`src/rtl/tok_ring_arbiter_if.sv`:
```
// Request/grant bundle between a token-ring arbiter (slave) and its requesters (master).
// The master drives req and ring_clear. The slave drives grant and token status.
interface tok_ring_arbiter_if #(
  parameter int NREQ   = 4,
  parameter int HOLD_W = 3,
  parameter int POS_W  = 2
);
  logic              ring_clear;
  logic [NREQ-1:0]   req;
  logic [NREQ-1:0]   grant;
  logic [POS_W-1:0]  tok_pos;
  logic              tok_inject;
  logic              busy;
  logic [HOLD_W-1:0] hold_cnt;

  modport master (
    output ring_clear, req,
    input  grant, tok_pos, tok_inject, busy, hold_cnt
  );

  modport slave (
    input  ring_clear, req,
    output grant, tok_pos, tok_inject, busy, hold_cnt
  );
endinterface

```
`src/rtl/tok_ring_arbiter.sv`:
```
// Token-ring arbiter: one circulating one-hot token grants one requester at a time.
// Tenure is bounded to HOLD_MAX cycles, and the token always moves on after a release.
module tok_ring_arbiter #(
  parameter int NREQ     = 4,
  parameter int HOLD_MAX = 8,
  parameter int HOLD_W   = (HOLD_MAX > 1) ? $clog2(HOLD_MAX) : 1,
  parameter int POS_W    = $clog2(NREQ)
) (
  input logic clk,
  input logic reset,
  tok_ring_arbiter_if.slave bus
);

  typedef enum logic [1:0] {INIT, PASS, HOLD} state_t;

  localparam logic [HOLD_W-1:0] HOLD_LAST = HOLD_W'(HOLD_MAX - 1);

  state_t            state;
  logic [NREQ-1:0]   ring;
  logic [NREQ-1:0]   grant_r;
  logic [HOLD_W-1:0] hold_cnt_r;
  logic              inject_r;
  logic              tok_req;

  function automatic logic [NREQ-1:0] rotate(input logic [NREQ-1:0] r);
    return {r[NREQ-2:0], r[NREQ-1]};
  endfunction

  function automatic logic [POS_W-1:0] encode(input logic [NREQ-1:0] r);
    logic [POS_W-1:0] e;
    e = '0;
    for (int i = 0; i < NREQ; i++) begin
      if (r[i]) e = e | POS_W'(i);
    end
    return e;
  endfunction

  // Only the request at the token's stage matters; others are ignored.
  assign tok_req = |(bus.req & ring);

  always_ff @(posedge clk or posedge reset) begin
    if (reset) begin
      state      <= INIT;
      ring       <= '0;
      grant_r    <= '0;
      hold_cnt_r <= '0;
      inject_r   <= 1'b0;
    end else if (bus.ring_clear) begin
      state      <= INIT;
      ring       <= '0;
      grant_r    <= '0;
      hold_cnt_r <= '0;
      inject_r   <= 1'b0;
    end else begin
      case (state)
        INIT: begin
          ring     <= NREQ'(1);
          inject_r <= 1'b1;
          state    <= PASS;
        end
        PASS: begin
          inject_r <= 1'b0;
          if (tok_req) begin
            grant_r    <= ring;
            hold_cnt_r <= '0;
            state      <= HOLD;
          end else begin
            ring <= rotate(ring);
          end
        end
        HOLD: begin
          inject_r <= 1'b0;
          // Release always advances the token, so a persistent requester cannot starve the ring.
          if (!tok_req || hold_cnt_r == HOLD_LAST) begin
            grant_r    <= '0;
            ring       <= rotate(ring);
            hold_cnt_r <= '0;
            state      <= PASS;
          end else begin
            hold_cnt_r <= hold_cnt_r + 1'b1;
          end
        end
        default: begin
          state      <= INIT;
          ring       <= '0;
          grant_r    <= '0;
          hold_cnt_r <= '0;
          inject_r   <= 1'b0;
        end
      endcase
    end
  end

  assign bus.grant      = grant_r;
  assign bus.tok_pos    = encode(ring);
  assign bus.tok_inject = inject_r;
  assign bus.busy       = |grant_r;
  assign bus.hold_cnt   = hold_cnt_r;

endmodule
```
`src/flat_wrapper.sv`:
```
// flat-port wrapper written by rule: the top's interface ports become plain ports
module tok_ring_arbiter_flat 
#(
  parameter int NREQ     = 4,
  parameter int HOLD_MAX = 8,
  parameter int HOLD_W   = (HOLD_MAX > 1) ? $clog2(HOLD_MAX) : 1,
  parameter int POS_W    = $clog2(NREQ)
)
  (clk, reset, bus_ring_clear, bus_req, bus_grant, bus_tok_pos, bus_tok_inject, bus_busy, bus_hold_cnt);
  tok_ring_arbiter_if #(.NREQ(NREQ), .HOLD_W(HOLD_W), .POS_W(POS_W)) bus_i ();
  input logic clk;
  input logic reset;
  input wire logic [$bits(bus_i.ring_clear)-1:0] bus_ring_clear;
  input wire logic [$bits(bus_i.req)-1:0] bus_req;
  output wire logic [$bits(bus_i.grant)-1:0] bus_grant;
  output wire logic [$bits(bus_i.tok_pos)-1:0] bus_tok_pos;
  output wire logic [$bits(bus_i.tok_inject)-1:0] bus_tok_inject;
  output wire logic [$bits(bus_i.busy)-1:0] bus_busy;
  output wire logic [$bits(bus_i.hold_cnt)-1:0] bus_hold_cnt;
  assign bus_i.ring_clear = bus_ring_clear;
  assign bus_i.req = bus_req;
  assign bus_grant = bus_i.grant;
  assign bus_tok_pos = bus_i.tok_pos;
  assign bus_tok_inject = bus_i.tok_inject;
  assign bus_busy = bus_i.busy;
  assign bus_hold_cnt = bus_i.hold_cnt;
  tok_ring_arbiter #(.NREQ(NREQ), .HOLD_MAX(HOLD_MAX), .HOLD_W(HOLD_W), .POS_W(POS_W)) u_core (.clk(clk), .reset(reset), .bus(bus_i));
endmodule
```
`config.mk`:
```
export PLATFORM = sky130hd
export DESIGN_NAME = tok_ring_arbiter_flat
export DESIGN_NICKNAME = d
export VERILOG_FILES = /design/src/rtl/tok_ring_arbiter_if.sv /design/src/rtl/tok_ring_arbiter.sv /design/src/flat_wrapper.sv
export SDC_FILE = /design/constraint.sdc
export NUM_CORES = 1
export LEC_CHECK = 0
export ABC_CLOCK_PERIOD_IN_PS = 3070
export CORE_UTILIZATION = 51
export CTS_CLUSTER_DIAMETER = 120
export DETAILED_ROUTE_END_ITERATION = 8
export GPL_TIMING_DRIVEN = 0
export HOLD_SLACK_MARGIN = 0.1
export PLACE_DENSITY = 0.85
export SLEW_MARGIN = 40
export SYNTH_ARGS = -nofsm -noshare
export SYNTH_HDL_FRONTEND = slang
export SYNTH_SLANG_ARGS = --single-unit
```
`constraint.sdc`:
```
create_clock -name clk -period 3.07 [get_ports clk]
set_clock_uncertainty 0.15 [all_clocks]
set_input_delay 0.307 -clock clk [delete_from_list [all_inputs] [get_ports clk]]
set_output_delay 0.307 -clock clk [all_outputs]
set_load 0.02 [all_outputs]
```
**Word-level counts from Yosys, hierarchy flattened**

Cells that the tools add are included.
Widths: inputs -> output; s select.

- Add/sub/neg operators: 1
- Eq/ne operators: 7
- Mux-type cells: 21
- Bitwise operators: 1
- Reductions and logical operators: 9

Operators by type and width:

| cell | count |
|---|---|
| $mux 4 | 6 |
| $pmux 4 s3 | 2 |
| $mux 2 | 5 |
| $mux 3 | 3 |
| $pmux 3 s3 | 1 |
| $reduce_or 4->1 | 2 |
| $ne 3x2->1 const B | 2 |
| $pmux 2 s3 | 1 |
| $reduce_and 2->1 | 3 |
| $and 4x4->4 | 1 |
| $add 3x1->3 const B | 1 |
| $eq 3x3->1 const B | 1 |
| $mux 1 | 3 |
| $ne 3x3->1 const B | 1 |
| $reduce_and 3->1 | 1 |
| $eq 2x1->1 const B | 1 |
| $eq 2x2->1 const B | 1 |
| $logic_not 2->1 | 1 |
| $ne 2x2->1 const B | 1 |
| $logic_not 1->1 | 1 |
| $logic_or 1x1->1 | 1 |

- Register bits: 14
- Bits of input ports: 7
- Output and inout port bits: 11
- Logic and storage cells: 44

**Longest topological paths before layout**

Gate-level depths: netlist of the first run.

- Depth after elaboration: 7
- Gate-level depth with buffers: 6
- Mapped depth without buffers: 6

**Least setup slack after synthesis of the first run**

Ideal clock, no wire load.

- Path type: register -> register
- Start point: reg u_core.hold_cnt_r[0] (netlist: u_core.bus.hold_cnt[0])
- End point: reg u_core.ring[0]
- Library setup time: 0.125 ns
- Arrival time: 1.810 ns
- Required time: 2.795 ns
- Setup slack: 0.985 ns
- Cell stages (with the launch flop): 6
- Buffers on the path: 0
- Period minus slack after synthesis: 2.085 ns
- Cell sequence: dfrtp_1 > ha_1 > ha_1 > or3b_4 > a21oi_4 > mux2_4

- Word-level cells in the longest chain between the ends: 4

Ends and longest elaborated chain:

| what | RTL line | RTL |
|---|---|---|
| start: declaration | tok_ring_arbiter.sv:21 | `logic [HOLD_W-1:0] hold_cnt_r;` |
| start signal: assignment | tok_ring_arbiter.sv:80 | `hold_cnt_r <= hold_cnt_r + 1'b1;` |
| $eq 3x3->1 | tok_ring_arbiter.sv:74 | `if (!tok_req \|\| hold_cnt_r == HOLD_LAST) begin` |
| $logic_or 1x1->1 | tok_ring_arbiter.sv:74 |  |
| $ne 3x2->1 (no source line) | -- |  |
| $reduce_and 2->1 (no source line) | -- |  |
| end signal: assignment | tok_ring_arbiter.sv:68 | `ring <= rotate(ring);` |
| end signal: assignment | tok_ring_arbiter.sv:76 | `ring <= rotate(ring);` |
| end: declaration | tok_ring_arbiter.sv:19 | `logic [NREQ-1:0] ring;` |

Every way passes these cells.
A chain may end at the register's enable or synchronous reset.

**Worst setup path after layout of the first run**

- Start point: reg u_core.grant_r[2] (netlist: u_core.bus.grant[2])
- End point: out bus_busy

- Word-level cells in the longest chain between the ends: 1

Ends and longest elaborated chain:

| what | RTL line | RTL |
|---|---|---|
| start: declaration | tok_ring_arbiter.sv:20 | `logic [NREQ-1:0] grant_r;` |
| start signal: assignment | tok_ring_arbiter.sv:64 | `grant_r <= ring;` |
| $reduce_or 4->1 | tok_ring_arbiter.sv:97 | `assign bus.busy = \|grant_r;` |
| end: declaration | flat_wrapper.sv:18 | `output wire logic [$bits(bus_i.busy)-1:0] bus_busy;` |

Every way passes these cells.

==> results of run 1 <==
state kept, by name (all words and copies together), names as in the netlist:
| name | count |
|---|---|
| u_core.bus.grant | 4 |
| u_core.ring | 4 |
| u_core.bus.hold_cnt | 3 |
| u_core.state | 2 |
| u_core.bus.tok_inject | 1 |
how the worst max path moves through the flow:
stage                           startpoint             end  slack, ns  depth (start not counted)
finish                 u_core.bus.grant[2]        bus_busy       0.88                          2
global route           u_core.bus.grant[2]        bus_busy       0.79                          2
CTS                    u_core.bus.grant[2]        bus_busy       0.86                          2
detailed placement          bus_ring_clear  u_core.ring[2]       0.97                          4
global placement            bus_ring_clear  u_core.ring[2]       1.01                          4
floorplan           u_core.bus.hold_cnt[0]  u_core.ring[0]       0.99                          5
cell type report:
| class | instances | area [um2] | area share |
|---|---|---|---|
| inverters | 5 | 18.8 | 0.0184 |
| repair buffers | 17 | 170 | 0.166 |
| flip-flops and latches | 14 | 350 | 0.343 |
| multi-input cells | 46 | 428 | 0.419 |
| clock buffers | 4 | 36.3 | 0.0355 |
| well taps | 15 | 18.8 | 0.0184 |
Yosys cell counts, types with 2 or more instances:
| library cell | n | area share |
|---|---|---|
| a21oi_4 | 2 | 0.041 |
| a22oi_2 | 2 | 0.031 |
| and3_1 | 3 | 0.024 |
| mux2_4 | 4 | 0.075 |
| a22o_1 | 4 | 0.044 |
| a32o_1 | 2 | 0.025 |
| or2_2 | 2 | 0.016 |
| a21oi_1 | 2 | 0.013 |
| o21ai_1 | 2 | 0.013 |
| inv_1 | 5 | 0.024 |
| nand2_1 | 4 | 0.019 |
| dfrtp_1 | 14 | 0.44 |
| ha_1 | 6 | 0.094 |
layer usage:
metal  wire length, um  GRT usage
met1               642      0.241
met5                 0          0
met3                66     0.0696
met4                34     0.0774
met2               866      0.388
layout by cell type (no fill, tap or decap), types with 2 or more instances in the layout:
master / count
nand2_1: 4
and3_1: 3
a32o_1: 2
dfrtp_1: 14
a22oi_2: 2
a21oi_4: 2
clkbuf_4: 3
inv_1: 5
ha_1: 6
or2_2: 2
mux2_4: 4
a22o_1: 4
a21oi_1: 2
o21ai_1: 2
clkdlybuf4s50_1: 17
logic make-up (layout without fill, tap and decap cells):
| group | Yosys count | count (layout) | synth area share |
|---|---|---|---|
| and+or+nand+nor | 18 | 18 | 0.159 |
| DFF | 14 | 14 | 0.440 |
| AOI/OAI and AO/OA | 17 | 17 | 0.196 |
| buffers and inverters | 5 | 26 | 0.0236 |
| adders and majority gates | 6 | 6 | 0.0942 |
| muxes | 5 | 5 | 0.0879 |
power by group through the flow:
| stage | combinational (mW) | clock (mW) | sequential, mW |
|---|---|---|---|
| final | 0.165 | 0.132 | 0.215 |
| after detailed placement | 0.164 | 0 | 0.219 |
| after CTS | 0.165 | 0.136 | 0.215 |
| after global placement | 0.158 | 0 | 0.219 |
| after floorplan | 0.116 | 0 | 0.220 |
| after global routing | 0.179 | 0.147 | 0.219 |
stage by stage:
step,total power [mW],instances,util,cell area (um2)
2_1_floorplan,0.336,65,-,797
3_3_place_gp,0.378,97,0.713,986
3_5_place_dp,0.383,97,0.713,986
4_1_cts,0.517,101,0.739,1020
5_1_grt,0.545,101,0.739,1020
6_report,0.512,101,0.739,1020
critical path, cell delays in order (launching register included):
cell and delay, ns:
dfrtp_1 0.40, or4_1 0.51, clkdlybuf4s50_1 0.55
==> impl_metrics.yaml, run 1 <==
outcome:
  outcome: "complete, no violations"
route:
  antenna_left: 0
  dr.pass1.iters: 2
  wire_per_inst_um: 15.9
  wl_um: 1610
  via_count: 577
  drt_iter0_drc: 5
  drc: 0
  post_drt_via_cell_ratio: 5.71
flow_run:
  drv_cap: 0
power:
  p_leak_nw: 0.483
  powerDensity_nw_per_um2: 501
  vdd_ir_drop_max_mv: 0.430
  power_frac_seq: 0.421
  p_switching_mw: 0.164
  pwr-share-comb: 0.322
  internal_power_mw: 0.348
  power_switching_share: 0.321
  clockPowerShare: 0.258
sta:
  max_clock_freq_mhz: 456
  fin_tns_setup_ns: 0
  min_period_ns: 2.19
  finalHoldViolCount: 0
  rsz0062_at_grt: "no"
  whs_ns: 0.204
  period_share: 0.715
  slew_viol_final: 0
  slew_headroom: 0.644
  setup_viol: 0
  max_slew.worst_pin.slew_ns: 0.534
  fin_ws_ns: 0.876
global_route:
  grt_pass1_vias: 605
  grt-ovfl-total: 0
  grtUsageTotal: 0.218
  grt_max_degree: 15
  grt_pass1_wl_um: 2790
  antenna_found_initial: 0
critical_path:
  r2r-start: "u_core.bus.hold_cnt[0]"
  timing.rr.end: "u_core.ring[2]"
  regToRegSetupSlack_ns: 0.95
  cp-end-kind: "output port"
  reg2regPathDepth: 5
  path_class: "reg2out"
  start_kind: "register"
  worstPathRequired_ns: 2.61
  worstPathMaxFanout: 3
  critPathArrivalTime_ns: 1.74
logic_synthesis:
  syn-instance-count: 65
  synth-main-ff-cell: "dfrtp_1"
  synth_area_per_cell_um2: 12.3
  synth_edf_count: 0
  netlist_area_um2: 797
  ys_async_sr_fraction: 1.00
  ys_ff_latch: 14
  synthDistinctLibCells: 26
  syn_nets: 78
  ys_seq_area_frac: 0.440
  yosysWarnings: 0
layout:
  diodes: 0
  fin_nets: 100
  syn_to_final_growth_pct: 28.3
  post_route_cells_drive_above_1_share: 0.221
  num-fill-cells: 102
floorplan:
  start_util: 0.576
  rows: 13
  pin_count: 18
  core-area_um2: 1380
  die_area_um2: 1720
  die_h_um: 41.5
  die_w_um: 41.5
cts:
  ctsRootBufferMaster: "clkbuf_4"
  clk_latency_ns: 0.28
  tritoncts: "done"
  cts_resized: 0
  cts.clk_slew.worst_paths_ns: 0.08
  cts_setup_buffers: 0
  clockBufferDepth: 2
  numCtsBuffers: 3
  hold_buffers: 0
  cts.htree.levels: 1
  clkSinkCount: 14
min_path:
  holdCritPathClass: "in2async"
place:
  dp_hpwl_um: 1200
  place_ws_ns: 0.972
  port_buffers: 17
  place_congestion: 0.700
(Power assumes the default switching activity.)
==> inputs of run 2 (changes only) <==
--- a/config.mk
+++ b/config.mk
@@ -5,13 +5,13 @@
 export SDC_FILE = /design/constraint.sdc
 export NUM_CORES = 1
 export LEC_CHECK = 0
-export ABC_CLOCK_PERIOD_IN_PS = 3070
-export CORE_UTILIZATION = 51
+export ABC_CLOCK_PERIOD_IN_PS = 1900
+export CORE_UTILIZATION = 43
 export CTS_CLUSTER_DIAMETER = 120
 export DETAILED_ROUTE_END_ITERATION = 8
 export GPL_TIMING_DRIVEN = 0
 export HOLD_SLACK_MARGIN = 0.1
-export PLACE_DENSITY = 0.85
+export PLACE_DENSITY = 0.77
 export SLEW_MARGIN = 40
 export SYNTH_ARGS = -nofsm -noshare
 export SYNTH_HDL_FRONTEND = slang
==> constraint.sdc (replaced) <==
create_clock -name clk -period 1.9 [get_ports clk]
set_clock_uncertainty 0.15 [all_clocks]
set_input_delay 0.19 -clock clk [delete_from_list [all_inputs] [get_ports clk]]
set_output_delay 0.19 -clock clk [all_outputs]
set_load 0.02 [all_outputs]
==> impl_metrics.yaml, run 2 (same netlist as run 1, synthesis figures left out) <==
outcome:
  outcome: "finished with violations"
  violations: "setup timing"
cts:
  ctsRootBufferMaster: "clkbuf_4"
  hold_buffers: 0
  numCtsBuffers: 3
  clk_latency_ns: 0.27
  cts.clk_slew.worst_paths_ns: 0.09
  tritoncts: "done"
  cts.htree.levels: 1
  clockBufferDepth: 2
  clkSinkCount: 14
power:
  powerDensity_nw_per_um2: 728
  p_leak_nw: 0.519
  power_mw: 0.800
  vdd_ir_drop_max_mv: 0.495
route:
  post_drt_via_cell_ratio: 5.20
  dr.pass1.iters: 2
  wire_per_inst_um: 14.4
  antenna_left: 0
  drc: 0
  via_count: 593
  wl_um: 1640
  drt_iter0_drc: 4
global_route:
  grtUsageTotal: 0.180
  grt-ovfl-total: 0
  grt_max_degree: 15
  grt_pass1_vias: 558
  antenna_found_initial: 0
  grt_pass1_wl_um: 2480
layout:
  num-fill-cells: 150
  layout_commonest_cell: "clkdlybuf4s50_1"
  seq_area_um2: 353
  multiInputGateArea_um2: 470
  diodes: 0
  post_route_cells_drive_above_1_share: 0.337
  syn_to_final_growth_pct: 38.0
  fin_nets: 103
  mostFrequentLayoutCells: "14 x clkdlybuf4s50_1, 12 x dfrtp_1"
  fin_cells: 114
place:
  place_inst: 107
  place_ws_ns: -0.105
  place_congestion: 0.831
  port_buffers: 17
  dp_hpwl_um: 1240
sta:
  fin_tns_setup_ns: -0.288
  slew_viol_final: 0
  max_slew.worst_pin.slew_ns: 0.535
  period_share: 1.04
  finalHoldViolCount: 0
  setup_viol: 4
  slew_headroom: 0.643
  min_period_ns: 1.97
  fin_ws_ns: -0.0750
  rsz0062_at_grt: "yes"
  whs_ns: 0.0925
  max_clock_freq_mhz: 506
critical_path:
  path_common_cell: "ha_4"
  worstPathRequired_ns: 1.91
  critPathMaxStageDelay_ns: 0.44
  r2r-start: "u_core.bus.hold_cnt[1]"
  cpLargestDelayFamily: "flip-flops"
  worstPathMaxFanout: 4
  critPathArrivalTime_ns: 1.98
  cp-end-kind: "register"
  crit_path_start: "u_core.bus.hold_cnt[1]"
  start_kind: "register"
  crit_path_cell_trace: "ha_4 -> ha_4 -> or3b_4 -> a21oi_4 -> mux2_4"
  cp_num_buf_inv: 0
  path_class: "reg2reg"
  critPathSlowestCell: "dfrtp_2"
min_path:
  holdCritPathClass: "in2async"
floorplan:
  core-area_um2: 1730
  die_h_um: 45.1
  die_area_um2: 2030
  start_util: 0.462
  pin_count: 18
  die_w_um: 45.1
  rows: 15
flow_run:
  drv_cap: 0
[run 2: area by class of cell]
class	instances	area share
Clock buffer	4	0.0239
Inverter	5	0.0171
Multi-Input combinational cell	46	0.428
Sequential cell	14	0.321
Tap cell	25	0.0284
Timing Repair Buffer	20	0.182
[run 2: per-stage QoR]
stage                     instance area, um2   util
after CTS                               1060  0.617
after global routing                    1100  0.637
after detailed placement                1030  0.594
after global placement                  1030  0.594
final                                   1100  0.637
after floorplan                          825      -
[run 2: where the power goes]
group	switching [mW]	internal [mW]
combinational	0.147	0.126
sequential	0.0261	0.323
clock	0.0962	0.0811
total	0.269	0.531
[run 2: final timing paths]
path / to / slack (ns) / depth (start not counted)
min in group clk: u_core.bus.grant[1] / 0.38 / 1
worst min register to register: u_core.bus.grant[1] / 0.38 / 1
worst min-delay path: u_core.bus.grant[0] / 0.09 / 2
max in group asynchronous: u_core.bus.hold_cnt[1] / 1.12 / 2
worst max-delay path: u_core.ring[3] / -0.07 / 5
worst max register to register: u_core.ring[3] / -0.07 / 5
[run 2: what timing repair did]
action / CTS / global route
pin swaps: 1 / 0
gates resized for setup: 2 / 9
setup buffers: 2 / 1
setup endpoints to repair: 7 / 13
[run 2: layer usage]
metal  share of wire  GRT usage  vias to the layer above
met5               0          0                        -
met4           0.013     0.0727                        0
met3           0.023     0.0360                        2
met2            0.52      0.325                       10
met1            0.44      0.205                      292
li1                -          -                      289
